<file path="config.mk">
export PLATFORM = sky130hd
export DESIGN_NAME = step_counter_bank
export DESIGN_NICKNAME = d
export VERILOG_FILES = /design/src/rtl/step_counter_pkg.sv /design/src/rtl/step_counter_lane.sv /design/src/rtl/step_counter_bank.sv
export SDC_FILE = /design/constraint.sdc
export NUM_CORES = 1
export LEC_CHECK = 0
export CAP_MARGIN = 25
export CORE_MARGIN = 2
export CORE_UTILIZATION = 55
export CTS_BUF_LIST = sky130_fd_sc_hd__clkbuf_4 sky130_fd_sc_hd__clkbuf_8
export CTS_CLUSTER_DIAMETER = 120
export DETAILED_ROUTE_END_ITERATION = 7
export GPL_TIMING_DRIVEN = 0
export PLACE_DENSITY = 0.81
export SYNTH_ARGS = -nofsm -noshare
export SYNTH_HDL_FRONTEND = slang
export SYNTH_SLANG_ARGS = --single-unit
</file>
<file path="constraint.sdc">
create_clock -name clk -period 6.1 [get_ports clk]
set_input_delay 0.61 -clock clk [delete_from_list [all_inputs] [get_ports clk]]
set_output_delay 0.61 -clock clk [all_outputs]
set_load 0.01 [all_outputs]
</file>
<file path="src/rtl/step_counter_pkg.sv">
// Shared types and next-state arithmetic for the step counter bank.
// The arithmetic is sized for the widest supported lane (WIDTH <= 32, STEP_W <= 16).
package step_counter_pkg;

    typedef enum logic { MODE_WRAP = 1'b0, MODE_SAT = 1'b1 } mode_e;
    typedef enum logic { DIR_DOWN = 1'b0, DIR_UP = 1'b1 } dir_e;

    localparam int CNT_W_MAX  = 32;
    localparam int STEP_W_MAX = 16;
    localparam int ARITH_W    = CNT_W_MAX + STEP_W_MAX + 1;

    typedef logic [ARITH_W-1:0] arith_t;

    typedef struct packed {
        logic   tc;
        arith_t value;
    } next_t;

    // Returns the counter value after one step; cur is assumed already within [0, max_val].
    function automatic next_t next_count(input arith_t cur, input arith_t step,
                                         input dir_e dir, input mode_e mode,
                                         input arith_t max_val);
        next_t  res;
        arith_t modulus;
        arith_t sum;
        arith_t rem;
        res     = '0;
        modulus = max_val + arith_t'(1);
        sum     = cur + step;
        rem     = '0;
        if (dir == DIR_UP) begin
            if (sum <= max_val) begin
                res.value = sum;
            end else if (mode == MODE_SAT) begin
                res.value = max_val;
                res.tc    = (cur != max_val);
            end else begin
                res.value = sum % modulus;
                res.tc    = 1'b1;
            end
        end else begin
            if (step <= cur) begin
                res.value = cur - step;
            end else if (mode == MODE_SAT) begin
                res.value = '0;
                res.tc    = (cur != '0);
            end else begin
                // Underflow by 'borrow' lands borrow mod (max+1) below the top of the range.
                rem       = (step - cur) % modulus;
                res.value = (rem == '0) ? '0 : (modulus - rem);
                res.tc    = 1'b1;
            end
        end
        return res;
    endfunction

endpackage

</file>
<file path="src/rtl/step_counter_lane.sv">
// One counter channel: registered count and terminal-count pulse.
// Load has priority over counting; a zero step holds the count.
module step_counter_lane
    import step_counter_pkg::*;
#(
    parameter int WIDTH   = 8,
    parameter int STEP_W  = 4,
    parameter int MAX_VAL = (2**WIDTH) - 1
) (
    input  logic              clk,
    input  logic              rst,
    input  logic              en_i,
    input  logic              dir_i,
    input  logic              sat_mode_i,
    input  logic [STEP_W-1:0] step_i,
    input  logic              load_i,
    input  logic [WIDTH-1:0]  load_val_i,
    output logic [WIDTH-1:0]  count_o,
    output logic              tc_o
);

    localparam logic [WIDTH-1:0] MAX_W = WIDTH'(MAX_VAL);

    logic [WIDTH-1:0] count_q, count_d;
    logic             tc_q, tc_d;
    logic             nxt_tc;
    arith_t           nxt_value;

    always_comb begin
        {nxt_tc, nxt_value} = next_count(arith_t'(count_q), arith_t'(step_i),
                                         dir_e'(dir_i), mode_e'(sat_mode_i),
                                         arith_t'(MAX_VAL));
        count_d = count_q;
        tc_d    = 1'b0;
        if (load_i) begin
            count_d = (load_val_i > MAX_W) ? MAX_W : load_val_i;
        end else if (en_i && (step_i != '0)) begin
            count_d = WIDTH'(nxt_value);
            tc_d    = nxt_tc;
        end
    end

    always_ff @(posedge clk or posedge rst) begin
        if (rst) begin
            count_q <= '0;
            tc_q    <= 1'b0;
        end else begin
            count_q <= count_d;
            tc_q    <= tc_d;
        end
    end

    assign count_o = count_q;
    assign tc_o    = tc_q;

endmodule

</file>
<file path="src/rtl/step_counter_bank.sv">
// Bank of CHANNELS independent step counters with a load demux and a registered readout port.
// Count/tc update one edge after inputs; readout returns the pre-edge count one edge after request.
module step_counter_bank
    import step_counter_pkg::*;
#(
    parameter int WIDTH    = 8,
    parameter int CHANNELS = 4,
    parameter int STEP_W   = 4,
    parameter int MAX_VAL  = (2**WIDTH) - 1,
    localparam int CH_W    = (CHANNELS > 1) ? $clog2(CHANNELS) : 1
) (
    input  logic                      clk,
    input  logic                      rst,
    input  logic [CHANNELS-1:0]       en_i,
    input  logic [CHANNELS-1:0]       dir_i,
    input  logic                      sat_mode_i,
    input  logic [STEP_W-1:0]         step_i,
    input  logic                      load_i,
    input  logic [CH_W-1:0]           load_ch_i,
    input  logic [WIDTH-1:0]          load_val_i,
    input  logic                      rd_req_i,
    input  logic [CH_W-1:0]           rd_ch_i,
    output logic [CHANNELS*WIDTH-1:0] count_o,
    output logic [CHANNELS-1:0]       tc_o,
    output logic                      rd_valid_o,
    output logic [WIDTH-1:0]          rd_data_o,
    output logic                      rd_err_o
);

    localparam logic [CH_W:0] CH_LIMIT = (CH_W+1)'(CHANNELS);

    logic [WIDTH-1:0] lane_cnt [CHANNELS];

    // An out-of-range load_ch matches no lane, so the load is dropped everywhere.
    for (genvar i = 0; i < CHANNELS; i++) begin : g_lane
        step_counter_lane #(
            .WIDTH   (WIDTH),
            .STEP_W  (STEP_W),
            .MAX_VAL (MAX_VAL)
        ) u_lane (
            .clk        (clk),
            .rst        (rst),
            .en_i       (en_i[i]),
            .dir_i      (dir_i[i]),
            .sat_mode_i (sat_mode_i),
            .step_i     (step_i),
            .load_i     (load_i && (load_ch_i == CH_W'(i))),
            .load_val_i (load_val_i),
            .count_o    (lane_cnt[i]),
            .tc_o       (tc_o[i])
        );
        assign count_o[i*WIDTH +: WIDTH] = lane_cnt[i];
    end

    logic             rd_in_range;
    logic [WIDTH-1:0] rd_sel;
    logic             rd_valid_q, rd_valid_d;
    logic             rd_err_q, rd_err_d;
    logic [WIDTH-1:0] rd_data_q, rd_data_d;

    assign rd_in_range = ({1'b0, rd_ch_i} < CH_LIMIT);

    always_comb begin
        rd_sel = '0;
        for (int i = 0; i < CHANNELS; i++) begin
            if (rd_ch_i == CH_W'(i)) begin
                rd_sel = lane_cnt[i];
            end
        end
        rd_valid_d = rd_req_i;
        rd_err_d   = rd_req_i && !rd_in_range;
        rd_data_d  = rd_data_q;
        if (rd_req_i) begin
            rd_data_d = rd_in_range ? rd_sel : '0;
        end
    end

    always_ff @(posedge clk or posedge rst) begin
        if (rst) begin
            rd_valid_q <= 1'b0;
            rd_err_q   <= 1'b0;
            rd_data_q  <= '0;
        end else begin
            rd_valid_q <= rd_valid_d;
            rd_err_q   <= rd_err_d;
            rd_data_q  <= rd_data_d;
        end
    end

    assign rd_valid_o = rd_valid_q;
    assign rd_err_o   = rd_err_q;
    assign rd_data_o  = rd_data_q;

endmodule

</file>
==> flow_summary.ini <==
[power]
vdd_drop_max_mv = 0.207
p_leak_uw = 0.00287
powerDensity_mw_per_mm2 = 412

[logic_synthesis]
yosys_register_bits = 45
synth_ff_type = dfrtp_1
yosysTopAreaCellShare = 0.189
synth_area_leaders = dfrtp_1, ha_1, xnor2_1
syn_nets = 814
synthCells = 721
yosysUniqueCellTypes = 87
synthArstFlopShare = 1.00
synth_top_area_cell = dfrtp_1
yosysWarnings = 0
syn_area_per_cell_um2 = 8.27
synth_edf_count = 0
ys_seq_area_frac = 0.189
netlist_area_mm2 = 0.00597

[die]
die_y_um = 108
core_area_mm2 = 0.0107
start_util = 0.558
ios = 75
die_w_um = 108
rows = 38
dieArea_mm2 = 0.0117

[grt]
antenna_found_initial = 0
grt_remaining_overflow = 0
grt_pass1_vias = 5811
top_usage_layer = met2
grtUsageMet2 = 0.539
grt_pass1_wl_um = 29600
met1_usage = 0.412
gr-usage-met3 = 0.0711
grt_max_degree = 43
groute.usage.overall = 0.327

[timing]
fmax_mhz = 241
skew_ns = 0.0139
finalSetupTns_ns = 0
slew_viol_final = 0
period_share = 0.681
setup_viol = 0
grt_setup_unrepaired = false
fin_hold_ws_ns = 0.469
max_slew_margin = 0.486
hold_violations = 0
finalCriticalPeriod_ns = 4.16
tightestPinTransition_ns = 0.769

[run_status]
status = finished clean

[critical_path]
path_class = in -> reg
cp.required_ns = 6.30
arrival_ns = 4.35
cp-start-kind = input port
crit_fanout = 10
worst_setup_path_end_kind = flop

[final_layout]
diodes = 0
drive_above_1_share = 0.0914
fin_nets = 892
syn_to_final_growth_pct = 16.8
fin_area_mm2 = 0.00697

[placed_design]
io_buffers = 69
gp_congestion = 0.939
place_area_mm2 = 0.00688
hpwl_um = 14600

[run]
cap_violations = 0

[cts]
clock_path_buffers = 2
postCtsHoldBufs = 0
cts.sinks = 45
cts_inserted_buffers = 5
clkLatencyLatePin_ns = 0.31
h-tree-depth = 2
cts_tree = done
clk_pin_slew_ns = 0.09
ctsResizeCount = 0
cts_root_buffer = clkbuf_8
cts_setup_buffers = 0

[drt]
via_per_inst = 6.45
antenna_left = 0
routed_wl_um = 18900
routedWlPerCell_um = 20.1
drt_iter0_markers = 398
first_pass_iters = 5
drc = 0
vias = 6056

[min_path]
hp-class = in -> async
==> flip-flops by register name, indices dropped and copies added (netlist names) <==
signal,count
rd_valid_o,1
g_lane.u_lane.count_o,32
g_lane.u_lane.tc_o,4
rd_data_o,8
==> layout make-up <==
| cell class | instances | area [um2] |
|---|---|---|
| Buffer | 46 | 246 |
| Timing Repair Buffer | 71 | 738 |
| Inverter | 46 | 173 |
| Sequential cell | 45 | 1130 |
| Fill cell | 931 | 3730 |
| Tap cell | 140 | 175 |
| Multi-Input combinational cell | 584 | 4420 |
| Clock buffer | 7 | 90.1 |
==> path summary, 6_finish.rpt <==
path                                              from                     endpoint  slack [ns]  depth (start not counted)
max                                          step_i[3]  g_lane[1].u_lane.count_o[3]        1.94                         10
min                                                rst  g_lane[0].u_lane.count_o[7]        0.47                          2
max reg2reg                g_lane[2].u_lane.count_o[0]  g_lane[2].u_lane.count_o[6]        3.06                         10
min reg2reg                               rd_data_o[4]                 rd_data_o[4]        0.52                          1
max in group asynchronous                          rst  g_lane[3].u_lane.count_o[4]        5.18                          3
min in group clk                          rd_data_o[4]                 rd_data_o[4]        0.52                          1
==> synth_stat cells (7+ instances only) <==
library cell	instances
a211oi_1	13
a21boi_0	8
a21oi_1	48
a22oi_1	17
and3_1	13
buf_2	9
buf_4	8
clkbuf_1	24
dfrtp_1	45
fa_1	12
ha_1	52
inv_1	46
mux2_2	10
mux4_2	7
nand2_1	36
nand3_1	13
nand4_1	9
nor2_1	47
nor2b_1	17
nor3_1	24
nor4_1	7
o21a_1	8
o21ai_0	49
o21ai_1	15
xnor2_1	38
xor2_1	24
==> critical path, cell delays in order <==
cell	delay, ns
clkdlybuf4s50_1	0.97
inv_1	0.44
ha_1	0.45
buf_2	0.23
o2111ai_1	0.19
a2111o_1	0.46
a211oi_2	0.34
a21boi_2	0.14
a221oi_1	0.42
o21ai_1	0.09
==> cells in the final DEF, fill, tap and decap left out, types with 13 or more instances in the layout <==
master and n:
inv_1 45, nor2_1 47, dfrtp_1 45, nor3_1 24, xnor2_1 38, nand3_1 13
a211oi_1 13, clkbuf_1 24, ha_1 52, o21ai_1 15, o21ai_0 49, a22oi_1 17
nor2b_1 17, clkdlybuf4s50_1 69, and3_1 13, nand2_1 36, xor2_1 24, a21oi_1 48
==> cells by family (layout without fill, tap and decap cells) <==
| family | Yosys count | count (layout) | synth area share |
|---|---|---|---|
| mux | 19 | 19 | 0.0514 |
| compound gates | 233 | 233 | 0.263 |
| fa+ha+maj | 64 | 64 | 0.149 |
| xor+xnor | 62 | 62 | 0.0910 |
| other cells | 1 | 1 | 0.000629 |
| flops | 45 | 45 | 0.189 |
| buf+inv | 92 | 170 | 0.0703 |
| simple gates | 205 | 205 | 0.185 |
==> where the power goes <==
part	switching (uW)	leakage, uW	total [uW]	internal, uW
clock network	108	0.0000477	203	94.7
registers	167	0.000546	569	403
logic	1150	0.00228	2100	952
==> metrics by stage <==
stage,util,power (uW),setup slack [ns],cells
global placement,0.639,2570,1.20,930
CTS,0.651,2840,2.08,939
detailed placement,0.643,2640,1.75,932
floorplan,-,1990,3.16,721
finish,0.651,2870,1.94,939
global route,0.651,3090,1.92,939
==> metal layers <==
metal | share of wire | vias up
met2 | 0.46 | 332
met5 | 0 | -
met1 | 0.40 | 2887
li1 | - | 2774
met4 | 0.040 | 0
met3 | 0.10 | 63
Note: power is estimated with default switching activity, not from simulation.
